`config.mk`:
```
export PLATFORM = sky130hd
export DESIGN_NAME = io_periph_flat
export DESIGN_NICKNAME = d
export VERILOG_FILES = /design/src/rtl/cpu_pkg.sv /design/src/rtl/io_periph_if.sv /design/src/rtl/io_timer.sv /design/src/rtl/io_periph.sv /design/src/flat_wrapper.sv
export SDC_FILE = /design/constraint.sdc
export NUM_CORES = 1
export LEC_CHECK = 0
export BUFFER_PORTS_ARGS = -buffer_cell sky130_fd_sc_hd__buf_2
export CORE_UTILIZATION = 52
export DETAILED_ROUTE_END_ITERATION = 6
export PLACE_DENSITY = 0.8
export SYNTH_ARGS = -nofsm -noshare
export SYNTH_HDL_FRONTEND = slang
export SYNTH_SLANG_ARGS = --single-unit
```
`constraint.sdc`:
```
create_clock -name clk -period 1.58 [get_ports clk]
set_clock_uncertainty 0.2 [all_clocks]
set_input_delay 0.237 -clock clk [delete_from_list [all_inputs] [get_ports clk]]
set_output_delay 0.237 -clock clk [all_outputs]
set_load 0.03 [all_outputs]
```
`src/rtl/cpu_pkg.sv`:
```
// Shared constants for the memory-mapped I/O peripheral: register offsets,
// CTRL bit positions and the default base address of the register window.
package cpu_pkg;

  localparam logic [15:0] DEFAULT_BASE = 16'hFF00;

  localparam logic [3:0] OFF_OUT0   = 4'd0;
  localparam logic [3:0] OFF_OUT1   = 4'd1;
  localparam logic [3:0] OFF_OUT2   = 4'd2;
  localparam logic [3:0] OFF_OUT3   = 4'd3;
  localparam logic [3:0] OFF_IN0    = 4'd4;
  localparam logic [3:0] OFF_IN1    = 4'd5;
  localparam logic [3:0] OFF_IN2    = 4'd6;
  localparam logic [3:0] OFF_IN3    = 4'd7;
  localparam logic [3:0] OFF_RELOAD = 4'd8;
  localparam logic [3:0] OFF_CTRL   = 4'd9;
  localparam logic [3:0] OFF_COUNT  = 4'd10;

  localparam int CTRL_EN  = 0;
  localparam int CTRL_IE  = 1;
  localparam int CTRL_EXP = 15;

  // Assemble the CTRL read-back word; unused bits read as zero.
  function automatic logic [15:0] ctrl_word(input logic en, input logic ie, input logic expd);
    ctrl_word = {expd, 13'd0, ie, en};
  endfunction

endpackage

```
`src/rtl/io_periph_if.sv`:
```
// CPU-side bus of the I/O peripheral: address, write data, strobes and the
// registered read return path.
interface io_periph_if;
  logic [15:0] addr;
  logic [15:0] wdata;
  logic        wr_en;
  logic        rd_en;
  logic [15:0] rdata;
  logic        rvalid;

  modport master (output addr, output wdata, output wr_en, output rd_en,
                  input rdata, input rvalid);
  modport slave  (input addr, input wdata, input wr_en, input rd_en,
                  output rdata, output rvalid);
endinterface

```
`src/rtl/io_timer.sv`:
```
// Reloadable down-count timer: prescaler, COUNT, RELOAD and CTRL (EN/IE/EXP).
// Only instantiated when IO_PERIPH_TIMER_EN is defined.
module io_timer import cpu_pkg::*; #(
  parameter int PRESCALE = 16
) (
  input  logic        clk,
  input  logic        reset,
  input  logic        reload_we_i,
  input  logic        ctrl_we_i,
  input  logic [15:0] wdata_i,
  output logic [15:0] count_o,
  output logic [15:0] reload_o,
  output logic [15:0] ctrl_o,
  output logic        irq_o
);

  localparam int            PW      = (PRESCALE > 1) ? $clog2(PRESCALE) : 1;
  localparam logic [PW-1:0] PRE_MAX = PW'(PRESCALE - 1);

  logic [PW-1:0] pre_q, pre_d;
  logic [15:0]   count_q, count_d;
  logic [15:0]   reload_q, reload_d;
  logic          en_q, en_d;
  logic          ie_q, ie_d;
  logic          exp_q, exp_d;
  logic          tick_s;

  // Next state: prescaler wrap produces a tick; an expiry set is applied
  // after the software clear so that a same-cycle set wins.
  always_comb begin
    pre_d    = pre_q;
    count_d  = count_q;
    reload_d = reload_q;
    en_d     = en_q;
    ie_d     = ie_q;
    exp_d    = exp_q;
    tick_s   = 1'b0;

    if (reload_we_i || !en_q) begin
      pre_d = '0;
    end else if (pre_q == PRE_MAX) begin
      pre_d  = '0;
      tick_s = 1'b1;
    end else begin
      pre_d = pre_q + PW'(1);
    end

    if (ctrl_we_i) begin
      en_d = wdata_i[CTRL_EN];
      ie_d = wdata_i[CTRL_IE];
      if (wdata_i[CTRL_EXP]) begin
        exp_d = 1'b0;
      end else begin
        exp_d = exp_q;
      end
    end else begin
      en_d = en_q;
    end

    if (reload_we_i) begin
      reload_d = wdata_i;
      count_d  = wdata_i;
    end else if (tick_s) begin
      if (count_q != 16'd0) begin
        count_d = count_q - 16'd1;
      end else begin
        count_d = reload_q;
        exp_d   = 1'b1;
      end
    end else begin
      count_d = count_q;
    end
  end

  // Timer state registers.
  always_ff @(posedge clk or negedge reset) begin
    if (!reset) begin
      pre_q    <= '0;
      count_q  <= 16'd0;
      reload_q <= 16'd0;
      en_q     <= 1'b0;
      ie_q     <= 1'b0;
      exp_q    <= 1'b0;
    end else begin
      pre_q    <= pre_d;
      count_q  <= count_d;
      reload_q <= reload_d;
      en_q     <= en_d;
      ie_q     <= ie_d;
      exp_q    <= exp_d;
    end
  end

  assign count_o  = count_q;
  assign reload_o = reload_q;
  assign ctrl_o   = ctrl_word(en_q, ie_q, exp_q);
  assign irq_o    = exp_q & ie_q;

endmodule

```
`src/rtl/io_periph.sv`:
```
// Memory-mapped I/O peripheral: 16-word window at BASE with four output port
// registers, four 2-flop synchronized input ports and, when the macro
// IO_PERIPH_TIMER_EN is defined, a reloadable down-count timer with irq.
module io_periph import cpu_pkg::*; #(
  parameter logic [15:0] BASE     = DEFAULT_BASE,
  parameter int          PRESCALE = 16,
  parameter int          NPORT    = 4
) (
  input  logic                 clk,
  input  logic                 reset,
  io_periph_if.slave           bus,
  output logic [16*NPORT-1:0]  out_port,
  input  logic [16*NPORT-1:0]  in_port,
  output logic                 irq
);

  logic        hit_s, wr_s, rd_s;
  logic [3:0]  off_s;
  logic [15:0] rd_mux_s;
  logic [15:0] rdata_q;
  logic        rvalid_q;
  logic [15:0] out_q   [NPORT];
  logic [15:0] sync1_q [NPORT];
  logic [15:0] sync2_q [NPORT];

  assign hit_s = (bus.addr[15:4] == BASE[15:4]);
  assign off_s = bus.addr[3:0];
  assign wr_s  = bus.wr_en && hit_s;
  assign rd_s  = bus.rd_en && hit_s;

`ifdef IO_PERIPH_TIMER_EN
  logic [15:0] count_s, reload_s, ctrl_s;

  io_timer #(.PRESCALE(PRESCALE)) u_timer (
    .clk         (clk),
    .reset       (reset),
    .reload_we_i (wr_s && (off_s == OFF_RELOAD)),
    .ctrl_we_i   (wr_s && (off_s == OFF_CTRL)),
    .wdata_i     (bus.wdata),
    .count_o     (count_s),
    .reload_o    (reload_s),
    .ctrl_o      (ctrl_s),
    .irq_o       (irq)
  );
`else
  assign irq = 1'b0;
`endif

  // Read mux over the current (pre-write) register contents.
  always_comb begin
    rd_mux_s = 16'd0;
    case (off_s)
      OFF_OUT0, OFF_OUT1, OFF_OUT2, OFF_OUT3: rd_mux_s = out_q[off_s[1:0]];
      OFF_IN0, OFF_IN1, OFF_IN2, OFF_IN3:     rd_mux_s = sync2_q[off_s[1:0]];
`ifdef IO_PERIPH_TIMER_EN
      OFF_RELOAD:                             rd_mux_s = reload_s;
      OFF_CTRL:                               rd_mux_s = ctrl_s;
      OFF_COUNT:                              rd_mux_s = count_s;
`endif
      default:                                rd_mux_s = 16'd0;
    endcase
  end

  // Output port registers, written at offsets 0-3 only.
  always_ff @(posedge clk or negedge reset) begin
    if (!reset) begin
      for (int i = 0; i < NPORT; i++) out_q[i] <= 16'd0;
    end else if (wr_s && (off_s[3:2] == 2'b00)) begin
      out_q[off_s[1:0]] <= bus.wdata;
    end
  end

  // Two-flop synchronizers for the asynchronous input ports.
  always_ff @(posedge clk or negedge reset) begin
    if (!reset) begin
      for (int i = 0; i < NPORT; i++) begin
        sync1_q[i] <= 16'd0;
        sync2_q[i] <= 16'd0;
      end
    end else begin
      for (int i = 0; i < NPORT; i++) begin
        sync1_q[i] <= in_port[16*i +: 16];
        sync2_q[i] <= sync1_q[i];
      end
    end
  end

  // Registered read return: one-cycle rvalid pulse, rdata holds otherwise.
  always_ff @(posedge clk or negedge reset) begin
    if (!reset) begin
      rdata_q  <= 16'd0;
      rvalid_q <= 1'b0;
    end else begin
      rvalid_q <= rd_s;
      if (rd_s) rdata_q <= rd_mux_s;
    end
  end

  for (genvar n = 0; n < NPORT; n++) begin : g_out
    assign out_port[16*n +: 16] = out_q[n];
  end

  assign bus.rdata  = rdata_q;
  assign bus.rvalid = rvalid_q;

endmodule

```
`src/flat_wrapper.sv`:
```
// flat-port wrapper written by rule: the top's interface ports become plain ports
module io_periph_flat import cpu_pkg::*;
#(
  parameter logic [15:0] BASE     = DEFAULT_BASE,
  parameter int          PRESCALE = 16,
  parameter int          NPORT    = 4
)
  (clk, reset, out_port, in_port, irq, bus_addr, bus_wdata, bus_wr_en, bus_rd_en, bus_rdata, bus_rvalid);
  io_periph_if bus_i ();
  input  logic clk;
  input  logic reset;
  output logic [16*NPORT-1:0] out_port;
  input  logic [16*NPORT-1:0] in_port;
  output logic irq;
  input wire logic [$bits(bus_i.addr)-1:0] bus_addr;
  input wire logic [$bits(bus_i.wdata)-1:0] bus_wdata;
  input wire logic [$bits(bus_i.wr_en)-1:0] bus_wr_en;
  input wire logic [$bits(bus_i.rd_en)-1:0] bus_rd_en;
  output wire logic [$bits(bus_i.rdata)-1:0] bus_rdata;
  output wire logic [$bits(bus_i.rvalid)-1:0] bus_rvalid;
  assign bus_i.addr = bus_addr;
  assign bus_i.wdata = bus_wdata;
  assign bus_i.wr_en = bus_wr_en;
  assign bus_i.rd_en = bus_rd_en;
  assign bus_rdata = bus_i.rdata;
  assign bus_rvalid = bus_i.rvalid;
  io_periph #(.BASE(BASE), .PRESCALE(PRESCALE), .NPORT(NPORT)) u_core (.clk(clk), .reset(reset), .bus(bus_i), .out_port(out_port), .in_port(in_port), .irq(irq));
endmodule
```
==> summary by stage <==
Timing
Across all hold checks on the routed design, the worst slack comes to -0.127 ns. The maximum clock rate is 597 MHz. The final setup slack of the worst path is -0.0953 ns. Setup repair after global routing could not meet its margin everywhere.

The number of hold violations in the final report is 1. The max-slew violation count is 0. The final critical-path required period is 1.68 ns. Setup violations remaining at the end of the flow were counted as 60. In the finished design, the share of the clock period the worst path needs comes to 106%.

Route
The routed metal-1 wirelength is 6850 um. The total vias in the final route is 4587. The number of detailed-routing iterations run before antenna repair is 5. In the final routed layout, each cell accounts on average for 20.3 um. In the routed design, unresolved DRC markers number 0. Wire segments on met3 add up to 791 um in the final route. The post-detailed-route via-to-cell ratio is 5.21. The number of design-rule violations left by the first detailed-router iteration is 233.

The post-detailed-route count of antenna-violating nets is 0. The highest layer touched by signal routing is met4. The routed design has 17800 um of wire.

The wire length on met2 is 9570 um.

Finish
At the end of the flow the core is filled with cells to 77.5%. The non-filler instance count after layout is 880. Leaving out fill and tap cells, the most frequent cell in the layout is dfrtp_1. After the last flow step, the layout net total stands at 788.

The area growth from synthesis to layout is 43.4%. The post-route cell area is 10400 sq um. In the final layout, the share of cells above drive strength 1 is 51.5%.

In the layout the commonest cells are dfrtp_1 (209), buf_2 (169), dlygate4sd3_1 (81).

Run
Max-cap violations in this run came to 0.

Synthesis
Synthesis produced a netlist whose cell count is 390. For this run, the register share of the synthesized area comes to 72.2%. The synthesis warning total is 0. The mean instance size in the synthesized netlist is 18.6 sq um. The distinct cell type count of the synthesized netlist is 29. In the post-synthesis netlist, the biggest area contributors are dfrtp_1 (72%), mux4_2 (10%), mux2_2 (9.6%), mux2i_1 (2.2%), nand2_1 (0.83%). The number of storage elements in the synthesis netlist is 209. The cell taking the most area after synthesis is dfrtp_1. The proportion of netlist area held by the largest area contributor is 72.2%.

The number of nets in the synthesized netlist is 490. The mapped netlist covers 7240 sq um.

CTS
The sink count of the clock tree is 209. The clock latency reported for the late side of the worst-skew pair is 0.50 ns. The number of buffers inserted during clock tree synthesis is 21. Buffers inserted to repair hold after CTS numbered 81. The maximum buffer depth of the clock tree is 3. In this run the clock root is driven by a clkbuf_16.

The clock transition at the registers of the reported paths is 0.07 ns. In this run the number of H-tree levels came out at 1. The TritonCTS clock tree is done.

Floorplanning
The die area is 14400 sq um. The core outline area is 13400 sq um. The number of top-level design ports is 182.

The effective utilization at floorplan is 54.0%. The die extent in x is 120 um. The row count is 42.

The die is 120 um tall.

Critical path
The launching instance or port of the critical path is bus_addr[2]. STA classifies the critical path endpoint as a register. The setup check on the worst reg-to-reg path leaves a slack of 0.12 ns. For the worst flop-to-flop path, the logic depth is 3. The maximum fanout encountered on the critical timing path is 8. The element type at the critical path start is an input pin.

The reg-to-reg critical path startpoint is u_core.out_port[38]. The reg-to-reg critical path endpoint is u_core.bus.rdata[6]. The worst setup path is of the input pin to register kind. The critical path required time is 1.75 ns. Data arrives at the worst endpoint at 1.85 ns.

Min path
The worst hold path begins at bus_addr[5]. The hold-critical path endpoint is u_core.bus.rvalid. In this run the worst hold path is classified as input pin to register. Counting instances, the worst hold path has a depth of 3.

Placed design
The standard cell area after detailed placement is 8630 sq um. Timing analysis after detailed placement gives a worst setup slack of -0.637 ns. The wire-length estimate of the detail-placed layout is 10500 um. In this run, placement finished with an instance count of 757. The global placer's final weighted congestion is 0.825. The count of buffers added on input and output ports is 180.

Global routing
The number of global-route vias before repair is 5120. The largest net degree at the start of global routing is 48. The total overflow reported by the global router is 0. Global routing used 25.7% of the available tracks. The wire length of the first global-routing pass is 27500 um. The initial antenna violation count is 1.

Power and ir drop
The analysis attributes to cell leakage a power of 5.19 nW. The peak supply drop is 0.949 mV. The power per standard cell area is 1090 nW/um^2. The design draws 11.3 mW.

Run status
The final reports fail on negative hold slack, negative setup slack. The run finished, with violations left.
-- kinds of logic (layout without fill, tap and decap cells) --
| kind of cell | count (synthesis) | in the layout | share of synthesized area [%] |
|---|---|---|---|
| AOI/OAI and AO/OA | 16 | 16 | 1.11 |
| muxes | 112 | 112 | 22.1 |
| other | 1 | 2 | 0.0518 |
| and+or+nand+nor | 32 | 32 | 2.89 |
| DFF | 209 | 209 | 72.2 |
| buffers and inverters | 20 | 333 | 1.62 |
-- metal layers --
metal / global-route usage [%] / vias to the layer above
li1: - / 1987
met1: 31.3 / 2380
met2: 45.8 / 169
met3: 3.94 / 51
met4: 10.4 / 0
met5: 0 / -
-- synth_stat cells --
cell type  number
nand2_1        16
or3b_1          1
nor4b_4         1
nor4_2          1
clkbuf_1        5
or4_1           1
nor4bb_1        1
conb_1          1
mux2_2         62
buf_2           9
nor2b_1         1
buf_6           3
buf_4           2
dfrtp_1       209
nand2b_1        2
mux4_2         32
nor3_2          1
clkbuf_2        1
nand3_1         1
nand2_2         1
nand4_1         1
nor3_1          1
o21ai_1        10
or4b_1          1
or4b_4          1
mux2i_1        16
o21ai_0         6
mux2_1          2
nand4bb_1       1
-- state kept, by name, indices dropped and copies added, names as in the netlist --
name / flops
u_core.bus.rdata: 16
u_core.bus.rvalid: 1
u_core.out_port: 64
u_core.sync1_q: 64
u_core.sync2_q: 64
-- per-stage QoR --
stage	setup TNS [ns]	hold slack, ns
3_5_place_dp	-43.45	0.0133
4_1_cts	-2.02	-0.135
3_3_place_gp	-41.20	0.00994
2_1_floorplan	-30.27	-0.259
5_1_grt	-4.56	-0.128
6_report	-2.15	-0.127
-- power by group --
| group | internal, mW | switching [mW] |
|---|---|---|
| sequential | 5.52 | 0.0460 |
| clock | 3.01 | 2.02 |
| combinational | 0.384 | 0.309 |
-- layout make-up --
cell class | count | area [sq um]
Multi-Input combinational cell | 161 | 2070
Timing Repair Buffer | 295 | 2150
Clock buffer | 26 | 594
Sequential cell | 209 | 5230
Clock inverter | 12 | 124
Antenna cell | 1 | 2.50
Fill cell | 731 | 3020
Tap cell | 176 | 220
-- critical path: stages --
cell and delay, ns:
buf_8 0.10, or4b_4 0.54, nor3_4 0.21, nor2b_4 0.24, clkbuf_16 0.21, mux2_4 0.30
-- worst max path at each step --
stage,endpoint,slack (ns),depth (start not counted)
finish,u_core.out_port[44],-0.1,6
global route,u_core.out_port[44],-0.15,6
CTS,u_core.out_port[47],-0.10,6
detailed placement,u_core.out_port[43],-0.64,6
global placement,u_core.out_port[45],-0.60,6
floorplan,u_core.out_port[37],-0.52,6
-- what timing repair did --
item,CTS,global route
setup buffers,0,2
gates cloned,0,1
setup endpoints to repair,60,69
pin swaps,0,4
endpoints found under the hold margin,338,1
gates resized for setup,17,41
(Power assumes the default switching activity.)
